<file path="config.mk">
export PLATFORM = sky130hd
export DESIGN_NAME = arb_mux_n
export DESIGN_NICKNAME = d
export VERILOG_FILES = /design/src/rtl/arb_mux_pkg.sv /design/src/rtl/arb_mux_n_grant.sv /design/src/rtl/arb_mux_n.sv
export SDC_FILE = /design/constraint.sdc
export NUM_CORES = 1
export LEC_CHECK = 0
export ABC_AREA = 1
export BUFFER_PORTS_ARGS = -buffer_cell sky130_fd_sc_hd__buf_4
export CORE_MARGIN = 4
export CORE_UTILIZATION = 50
export CTS_BUF_LIST = sky130_fd_sc_hd__clkbuf_2 sky130_fd_sc_hd__clkbuf_4 sky130_fd_sc_hd__clkbuf_8
export CTS_CLUSTER_SIZE = 24
export DETAILED_ROUTE_END_ITERATION = 6
export PLACE_DENSITY = 0.83
export SYNTH_ARGS = -nofsm -noshare
export SYNTH_HDL_FRONTEND = slang
export SYNTH_SLANG_ARGS = --single-unit
</file>
<file path="constraint.sdc">
create_clock -name clk -period 3.6 [get_ports clk]
set_input_delay 0.72 -clock clk [delete_from_list [all_inputs] [get_ports clk]]
set_output_delay 0.72 -clock clk [all_outputs]
set_load 0.01 [all_outputs]
</file>
<file path="src/rtl/arb_mux_pkg.sv">
// Shared encodings for the N-channel arbitrating mux: selection policies and output-stage states.
package arb_mux_pkg;

  localparam logic [1:0] MODE_FIXED  = 2'b00;
  localparam logic [1:0] MODE_RR     = 2'b01;
  localparam logic [1:0] MODE_MANUAL = 2'b10;

  localparam logic [0:0] ST_EMPTY = 1'b0;
  localparam logic [0:0] ST_FULL  = 1'b1;

endpackage

</file>
<file path="src/rtl/arb_mux_n_grant.sv">
// Combinational one-hot grant (fixed / round-robin / manual) plus the round-robin pointer.
// Pointer advances past the served channel only on a round-robin transfer.
module arb_grant
  import arb_mux_pkg::*;
#(
  parameter int NCH  = 4,
  parameter int SELW = $clog2(NCH)
) (
  input  logic            clk,
  input  logic            rst_n,
  input  logic [1:0]      mode_i,
  input  logic [SELW-1:0] sel_i,
  input  logic [NCH-1:0]  valid_i,
  input  logic            xfer_i,
  output logic [NCH-1:0]  grant_o,
  output logic [SELW-1:0] idx_o,
  output logic            any_o
);

  logic [SELW-1:0] ptr_q, ptr_d;
  logic            found;
  logic [SELW-1:0] idx;

  always_comb begin
    found = 1'b0;
    idx   = '0;
    case (mode_i)
      MODE_RR: begin
        // First pass covers ptr..NCH-1, second pass wraps to 0..ptr-1.
        for (int i = 0; i < NCH; i++) begin
          if (!found && valid_i[i] && (SELW'(i) >= ptr_q)) begin
            found = 1'b1;
            idx   = SELW'(i);
          end
        end
        for (int i = 0; i < NCH; i++) begin
          if (!found && valid_i[i]) begin
            found = 1'b1;
            idx   = SELW'(i);
          end
        end
      end
      MODE_MANUAL: begin
        for (int i = 0; i < NCH; i++) begin
          if (SELW'(i) == sel_i && valid_i[i]) begin
            found = 1'b1;
            idx   = SELW'(i);
          end
        end
      end
      default: begin
        for (int i = 0; i < NCH; i++) begin
          if (!found && valid_i[i]) begin
            found = 1'b1;
            idx   = SELW'(i);
          end
        end
      end
    endcase
  end

  always_comb begin
    grant_o      = '0;
    grant_o[idx] = found;
  end

  assign idx_o = idx;
  assign any_o = found;

  always_comb begin
    ptr_d = ptr_q;
    if (xfer_i && mode_i == MODE_RR) begin
      ptr_d = (int'(idx) == NCH - 1) ? '0 : idx + 1'b1;
    end
  end

  always_ff @(posedge clk or negedge rst_n) begin
    if (!rst_n) begin
      ptr_q <= '0;
    end else begin
      ptr_q <= ptr_d;
    end
  end

endmodule

</file>
<file path="src/rtl/arb_mux_n.sv">
// N-channel arbitrating mux into a single-entry output register; 1 cycle accept-to-out_valid.
// in_ready drops while the held word is stalled; drain and reload in one cycle keeps full rate.
module arb_mux_n
  import arb_mux_pkg::*;
#(
  parameter int NCH  = 4,
  parameter int W    = 8,
  parameter int SELW = $clog2(NCH)
) (
  input  logic             clk,
  input  logic             rst_n,
  input  logic [1:0]       mode,
  input  logic [SELW-1:0]  sel_in,
  input  logic [NCH-1:0]   in_valid,
  input  logic [NCH*W-1:0] in_data,
  output logic [NCH-1:0]   in_ready,
  output logic             out_valid,
  output logic [W-1:0]     out_data,
  output logic [SELW-1:0]  out_sel,
  input  logic             out_ready
);

  logic [0:0]      state_q, state_d;
  logic [W-1:0]    data_q, data_d;
  logic [SELW-1:0] sel_q, sel_d;

  logic [NCH-1:0]  grant;
  logic [SELW-1:0] grant_idx;
  logic            grant_any;
  logic            load_en;
  logic            xfer;
  logic [W-1:0]    mux_dat;

  arb_grant #(
    .NCH  (NCH),
    .SELW (SELW)
  ) u_grant (
    .clk     (clk),
    .rst_n   (rst_n),
    .mode_i  (mode),
    .sel_i   (sel_in),
    .valid_i (in_valid),
    .xfer_i  (xfer),
    .grant_o (grant),
    .idx_o   (grant_idx),
    .any_o   (grant_any)
  );

  // out_ready reaches in_ready only through load_en, never the grant choice.
  assign load_en  = (state_q == ST_EMPTY) | out_ready;
  assign in_ready = (rst_n && load_en) ? grant : '0;
  assign xfer     = rst_n & load_en & grant_any;

  always_comb begin
    mux_dat = '0;
    for (int i = 0; i < NCH; i++) begin
      if (grant[i]) begin
        mux_dat = in_data[i*W +: W];
      end
    end
  end

  always_comb begin
    state_d = state_q;
    data_d  = data_q;
    sel_d   = sel_q;
    if (xfer) begin
      state_d = ST_FULL;
      data_d  = mux_dat;
      sel_d   = grant_idx;
    end else if (state_q == ST_FULL && out_ready) begin
      state_d = ST_EMPTY;
    end
  end

  always_ff @(posedge clk or negedge rst_n) begin
    if (!rst_n) begin
      state_q <= ST_EMPTY;
      data_q  <= '0;
      sel_q   <= '0;
    end else begin
      state_q <= state_d;
      data_q  <= data_d;
      sel_q   <= sel_d;
    end
  end

  assign out_valid = (state_q == ST_FULL);
  assign out_data  = data_q;
  assign out_sel   = sel_q;

endmodule

</file>
==> results.cfg, run 1 <==
[critical_path]
critPathMaxStageDelay_ps = 430
worstSetupPathType = in -> out
end_kind = output pin
cpMaxStageDelayCell = ha_1
cp.required_ps = 2880
path_max_fanout = 9
worstPathCellList = buf_4 -> inv_1 -> ha_1 -> inv_1 -> o21ai_1 -> nor2_2 -> nand2_1 -> o21ai_0 -> ha_1 -> nand2_1 -> nor2_1 -> buf_4
arrival_ps = 2530
cp-start-kind = primary input

[drt]
ant_nets = 0
routedWlPerCell_um = 10.8
wl_um = 3520
drtIter0Drc = 55
dr_total_vias = 1595
routed_via_density = 4.89
drt_pre_antenna_iters = 6
route.detailed.drc = 0

[timing]
tns_ps = 0
post-route-period-util = 0.902
fin_crit_ps = 3250
layout_setup_ws_ps = 354
worst_pin_slew_ps = 573
maxSlewHeadroom = 0.614
skew_ps = 12.6
rsz0062_at_grt = false
report.final.slew_viol_count = 0
timing_hold_violations_final = 0
fin_hold_ws_ps = 270
fmax_mhz = 308
finalSetupViolCount = 0

[synthesis]
synth-edff-count = 0
synth-seq-cells = 13
synthesis.instances = 239
synth_top_area_cell = nand2_1
synthMostInstantiatedCell = nand2_1
syn_area_um2 = 1420
synth-async-reset-ratio = 1.00
synth_cell_types = 26
synth_area_leaders = nand2_1 (25%), dfrtp_1 (23%), inv_1 (11%)
synth_common_cells = nand2_1 (95), inv_1 (41), nand4_1 (24), nor2_1 (16), dfrtp_1 (13)
ys_seq_area_frac = 0.230
syn_area_per_cell_um2 = 5.92
synthesis.nets = 288
synth.top_cell.area_share = 0.252
ys.warnings.count = 0
synth_ff_type = dfrtp_1

[clock_network]
cts_setup_buffers = 0
tritoncts = done
cts.clk_slew.worst_paths_ps = 90
cts_sinks = 13
cts_buffer_depth = 2
cts_hold_buffers = 0
clockRootBuffer = clkbuf_4
ctsResizeCount = 0
cts.htree.levels = 1
cts-buffers-inserted = 3
clk_latency_ps = 280

[die]
die_h_um = 61.2
rows = 19
start_util = 0.518
die-area_um2 = 3750
ioPinCount = 58
die_x_um = 61.2
core_um2 = 2730

[global_routing]
grt_use_total = 0.191
grt_pass1_wl_um = 5520
grt_start_max_net_pins = 25
grt_overflow = 0
grt_pass1_vias = 1432
antenna_found_initial = 0

[hold_path]
hold_path.class = in -> async

[run_status]
status = finished, final reports clean

[place]
io_buffer_count = 57
dp_hpwl_um = 2820
place.gp.congestion = 0.871
pre_cts_ws_ps = 345

[finish]
area_growth_pct = 33.8
finalNetCount = 345
drive_gt1_frac = 0.268
final_util = 0.692
antenna_cells = 0

[power]
finalPower_mw = 0.657
leakagePower_nw = 1.19
irDropWorstVdd_v = 0.000421
power_density_nw_per_um2 = 347

[job]
cap_violations = 0
[worst max-delay path: cells and delay by family]
family / cells / cell delay, ps
adders and majority gates: 2 / 780
buffers and inverters: 4 / 330
and+or+nand+nor: 4 / 410
AOI/OAI and AO/OA: 2 / 290
[cell usage in the layout (no fill, tap or decap), types with 4 or more instances in the layout]
| master | netlist | layout |
|---|---|---|
| nand2_1 | 95 | 95 |
| buf_4 | 2 | 61 |
| inv_1 | 41 | 41 |
| nand4_1 | 24 | 24 |
| nor2_1 | 16 | 16 |
| dfrtp_1 | 13 | 13 |
| o21ai_0 | 6 | 6 |
| ha_1 | 6 | 6 |
| nand3_1 | 5 | 5 |
| clkinv_1 | 4 | 4 |
| clkbuf_4 | 0 | 4 |
[registers in the layout, indices dropped and copies added (netlist names)]
name and flops:
u_grant.ptr_q 2, out_valid 1, out_sel 2, out_data 8
[logic make-up (layout without fill, tap and decap cells)]
family                   after synthesis  after routing  synth area share
flip-flops                            13             13             0.230
AO/OA/AOI/OAI                         12             12            0.0442
AND/OR/NAND/NOR                      151            151             0.509
buffers and inverters                 57            113             0.164
adder cells (fa/ha/maj)                6              6            0.0530
[per-layer routing]
layer,wire length (um),GRT usage,vias up,share of wire
li1,-,-,849,-
met1,1470,0.233,701,0.42
met2,1760,0.344,41,0.50
met3,246,0.0377,4,0.070
met4,33,0.0464,0,0.0094
met5,0,0,-,0
[area by class of cell]
cell class | count | area [um2]
clock buffers | 4 | 30.0
fillers | 257 | 841
inverters | 48 | 183
multi-input cells | 169 | 858
flip-flops and latches | 13 | 325
well taps | 31 | 38.8
repair buffers | 61 | 458
[path summary, 6_finish.rpt]
kind | slack (ps) | endpoint | startpoint | depth (start not counted)
worst min register to register | 490 | out_data[3] | out_data[3] | 2
min in group clk | 490 | out_data[3] | out_data[3] | 2
worst max register to register | 1240 | out_data[3] | u_grant.ptr_q[0] | 19
worst max-delay path | 350 | in_ready[0] | mode[0] | 12
max in group asynchronous | 3150 | out_valid | rst_n | 1
worst min-delay path | 270 | out_data[6] | rst_n | 1
[report_power, final]
group | switching [mW] | internal (mW) | total, mW
logic | 0.190 | 0.153 | 0.344
clock network | 0.0480 | 0.0504 | 0.0985
registers | 0.0256 | 0.189 | 0.215
total | 0.264 | 0.393 | 0.657
[metrics by stage]
| stage | instances | instance area [um2] |
|---|---|---|
| 6_report | 326 | 1890 |
| 5_1_grt | 326 | 1890 |
| 4_1_cts | 326 | 1890 |
| 3_5_place_dp | 322 | 1860 |
| 3_3_place_gp | 322 | 1860 |
| 2_1_floorplan | 239 | 1420 |
(Power assumes the default switching activity.)
==> run 2, diff against run 1 <==
--- a/config.mk
+++ b/config.mk
@@ -5,14 +5,14 @@
 export SDC_FILE = /design/constraint.sdc
 export NUM_CORES = 1
 export LEC_CHECK = 0
-export ABC_AREA = 1
 export BUFFER_PORTS_ARGS = -buffer_cell sky130_fd_sc_hd__buf_4
 export CORE_MARGIN = 4
-export CORE_UTILIZATION = 50
+export CORE_UTILIZATION = 47
 export CTS_BUF_LIST = sky130_fd_sc_hd__clkbuf_2 sky130_fd_sc_hd__clkbuf_4 sky130_fd_sc_hd__clkbuf_8
 export CTS_CLUSTER_SIZE = 24
 export DETAILED_ROUTE_END_ITERATION = 6
-export PLACE_DENSITY = 0.83
+export PLACE_DENSITY = 0.82
+export REMOVE_ABC_BUFFERS = 1
 export SYNTH_ARGS = -nofsm -noshare
 export SYNTH_HDL_FRONTEND = slang
 export SYNTH_SLANG_ARGS = --single-unit
==> run 2 against run 1 <==
Against the previous run:
- worst hold slack improved by 18 ps
- design area fell by 13%
- utilization rose by 3.3 points
- cell count fell by 35%
- synthesized cell count fell by 49%
- via count fell by 24%
- synthesized area fell by 19%
- total power rose by 8.6%
- global-route usage rose by 2.3 points
==> results.cfg, run 2 <==
[timing]
post-route-period-util = 0.947
rsz0062_at_grt = false
finalSetupViolCount = 0
fin_crit_ps = 3410
tns_ps = 0
report.final.slew_viol_count = 0
maxSlewHeadroom = 0.714
worst_pin_slew_ps = 425
fmax_mhz = 293
skew_ps = 0.255
timing_hold_violations_final = 0

[critical_path]
cp.required_ps = 2880
path_max_fanout = 10
reg2reg_depth = 11
arrival_ps = 2690
cp-endpoint = in_ready[0]
r2r-start = u_grant.ptr_q[1]
r2r_slack_ps = 1010
worstReg2RegEnd = out_data[2]
end_kind = output pin
critPathLaunch = mode[0]
cp-start-kind = primary input
worstSetupPathType = in -> out

[finish]
final_util = 0.725
layout_common_cells = buf_4 (62), dfrtp_1 (13), nand2_1 (11)
largest_reg_flops = 8
drive_gt1_frac = 0.440
layout_commonest_cell = buf_4
antenna_cells = 0
finalNetCount = 234
area_growth_pct = 43.7

[clock_network]
cts_setup_buffers = 0
ctsResizeCount = 0
cts_buffer_depth = 2
cts_hold_buffers = 0
cts-buffers-inserted = 3
cts.clk_slew.worst_paths_ps = 80
tritoncts = done
clockRootBuffer = clkbuf_4
cts_sinks = 13
cts.htree.levels = 1
clk_latency_ps = 280

[synthesis]
synth-async-reset-ratio = 1.00
ys_seq_area_frac = 0.283
ys.warnings.count = 0
synthesis.instances = 123
synth-edff-count = 0
synth.top_cell.area_share = 0.283
synth_area_leaders = dfrtp_1 (28%), mux2_4 (10%), ha_1 (6.5%)
synth_common_cells = dfrtp_1 (13), nand2_1 (11), mux2_4 (8), o21ai_0 (8)
synthMostInstantiatedCell = dfrtp_1
synth-seq-cells = 13
synth_ff_type = dfrtp_1
syn_area_per_cell_um2 = 9.34
syn_area_um2 = 1150
synth_top_area_cell = dfrtp_1
synth_cell_types = 37

[global_routing]
grt_pass1_vias = 1244
grt_overflow = 0
grt_start_max_net_pins = 19
grt_use_total = 0.215
grt_pass1_wl_um = 5620
antenna_found_initial = 0

[place]
io_buffer_count = 57
place.gp.congestion = 0.844
dp_hpwl_um = 2780

[drt]
route.detailed.drc = 0
dr_total_vias = 1212
drt_pre_antenna_iters = 4
wl_um = 3440
drtIter0Drc = 40
ant_nets = 0
routedWlPerCell_um = 16.2
routed_via_density = 5.72

[power]
power_density_nw_per_um2 = 432
leakagePower_nw = 0.831
swShare = 0.344
p_int_mw = 0.468
clockPowerShare = 0.138
seqPwrFrac = 0.334
finalPower_mw = 0.713
power_switching_mw = 0.245
irDropWorstVdd_v = 0.000325
combPwrFrac = 0.528

[die]
core_um2 = 2280
die_h_um = 57.4
start_util = 0.505
rows = 17
die_x_um = 57.4
ioPinCount = 58
die-area_um2 = 3300

[run_status]
status = finished, final reports clean

[hold_path]
hold_path.class = in -> async

[job]
cap_violations = 0
-- run 2: worst max-delay path: stages --
cell	delay (ps)
buf_4	80
inv_1	40
ha_1	400
a311o_1	310
o311ai_1	280
buf_4	200
inv_1	60
ha_1	270
and2_2	200
buf_4	140
-- run 2: metal layers --
| layer | vias up | routed length [um] | global-route usage | share of wire |
|---|---|---|---|---|
| met3 | 8 | 194 | 0.0543 | 0.056 |
| li1 | 586 | - | - | - |
| met1 | 567 | 1330 | 0.243 | 0.39 |
| met2 | 51 | 1840 | 0.400 | 0.54 |
| met5 | - | 0 | 0 | 0 |
| met4 | 0 | 70 | 0.0464 | 0.020 |
-- run 2: per-stage QoR --
| step | hold slack, ps | area [um2] | setup WS [ps] | cells |
|---|---|---|---|---|
| 2_1_floorplan | 424 | 1120 | 288 | 118 |
| 3_3_place_gp | 477 | 1620 | 335 | 208 |
| 3_5_place_dp | 497 | 1620 | 223 | 208 |
| 4_1_cts | 288 | 1650 | 223 | 212 |
| 5_1_grt | 290 | 1650 | 62.6 | 212 |
| 6_report | 287 | 1650 | 190 | 212 |
-- run 2: logic make-up after synthesis --
kind of cell	after synthesis	synth area share
and+or+nand+nor	31	0.143
muxes	14	0.160
DFF	13	0.283
buffers and inverters	12	0.0479
AOI/OAI and AO/OA	47	0.301
adders and majority gates	6	0.0654
-- run 2: worst min path at each step --
stage	start	endpoint	slack (ps)	depth (start not counted)
2_1_floorplan	rst_n	out_data[0]	420	0
3_3_place_gp	out_sel[1]	out_sel[1]	480	1
3_5_place_dp	out_sel[1]	out_sel[1]	500	1
4_1_cts	rst_n	u_grant.ptr_q[1]	290	1
5_1_grt	rst_n	out_data[4]	290	1
6_report	rst_n	out_sel[1]	290	1
-- run 2: power by group through the flow --
| stage | Sequential, mW | Combinational (mW) | Clock, mW |
|---|---|---|---|
| finish | 0.238 | 0.376 | 0.0986 |
| floorplan | 0.256 | 0.187 | 0 |
| detailed placement | 0.241 | 0.375 | 0 |
| global placement | 0.237 | 0.364 | 0 |
| CTS | 0.240 | 0.378 | 0.101 |
| global route | 0.247 | 0.408 | 0.106 |
-- run 2: area by class of cell --
type	count	area [um2]
Timing Repair Buffer	62	465
Sequential cell	13	325
Tap cell	28	35.0
Inverter	7	26.3
Fill cell	171	626
Multi-Input combinational cell	98	768
Clock buffer	4	30.0
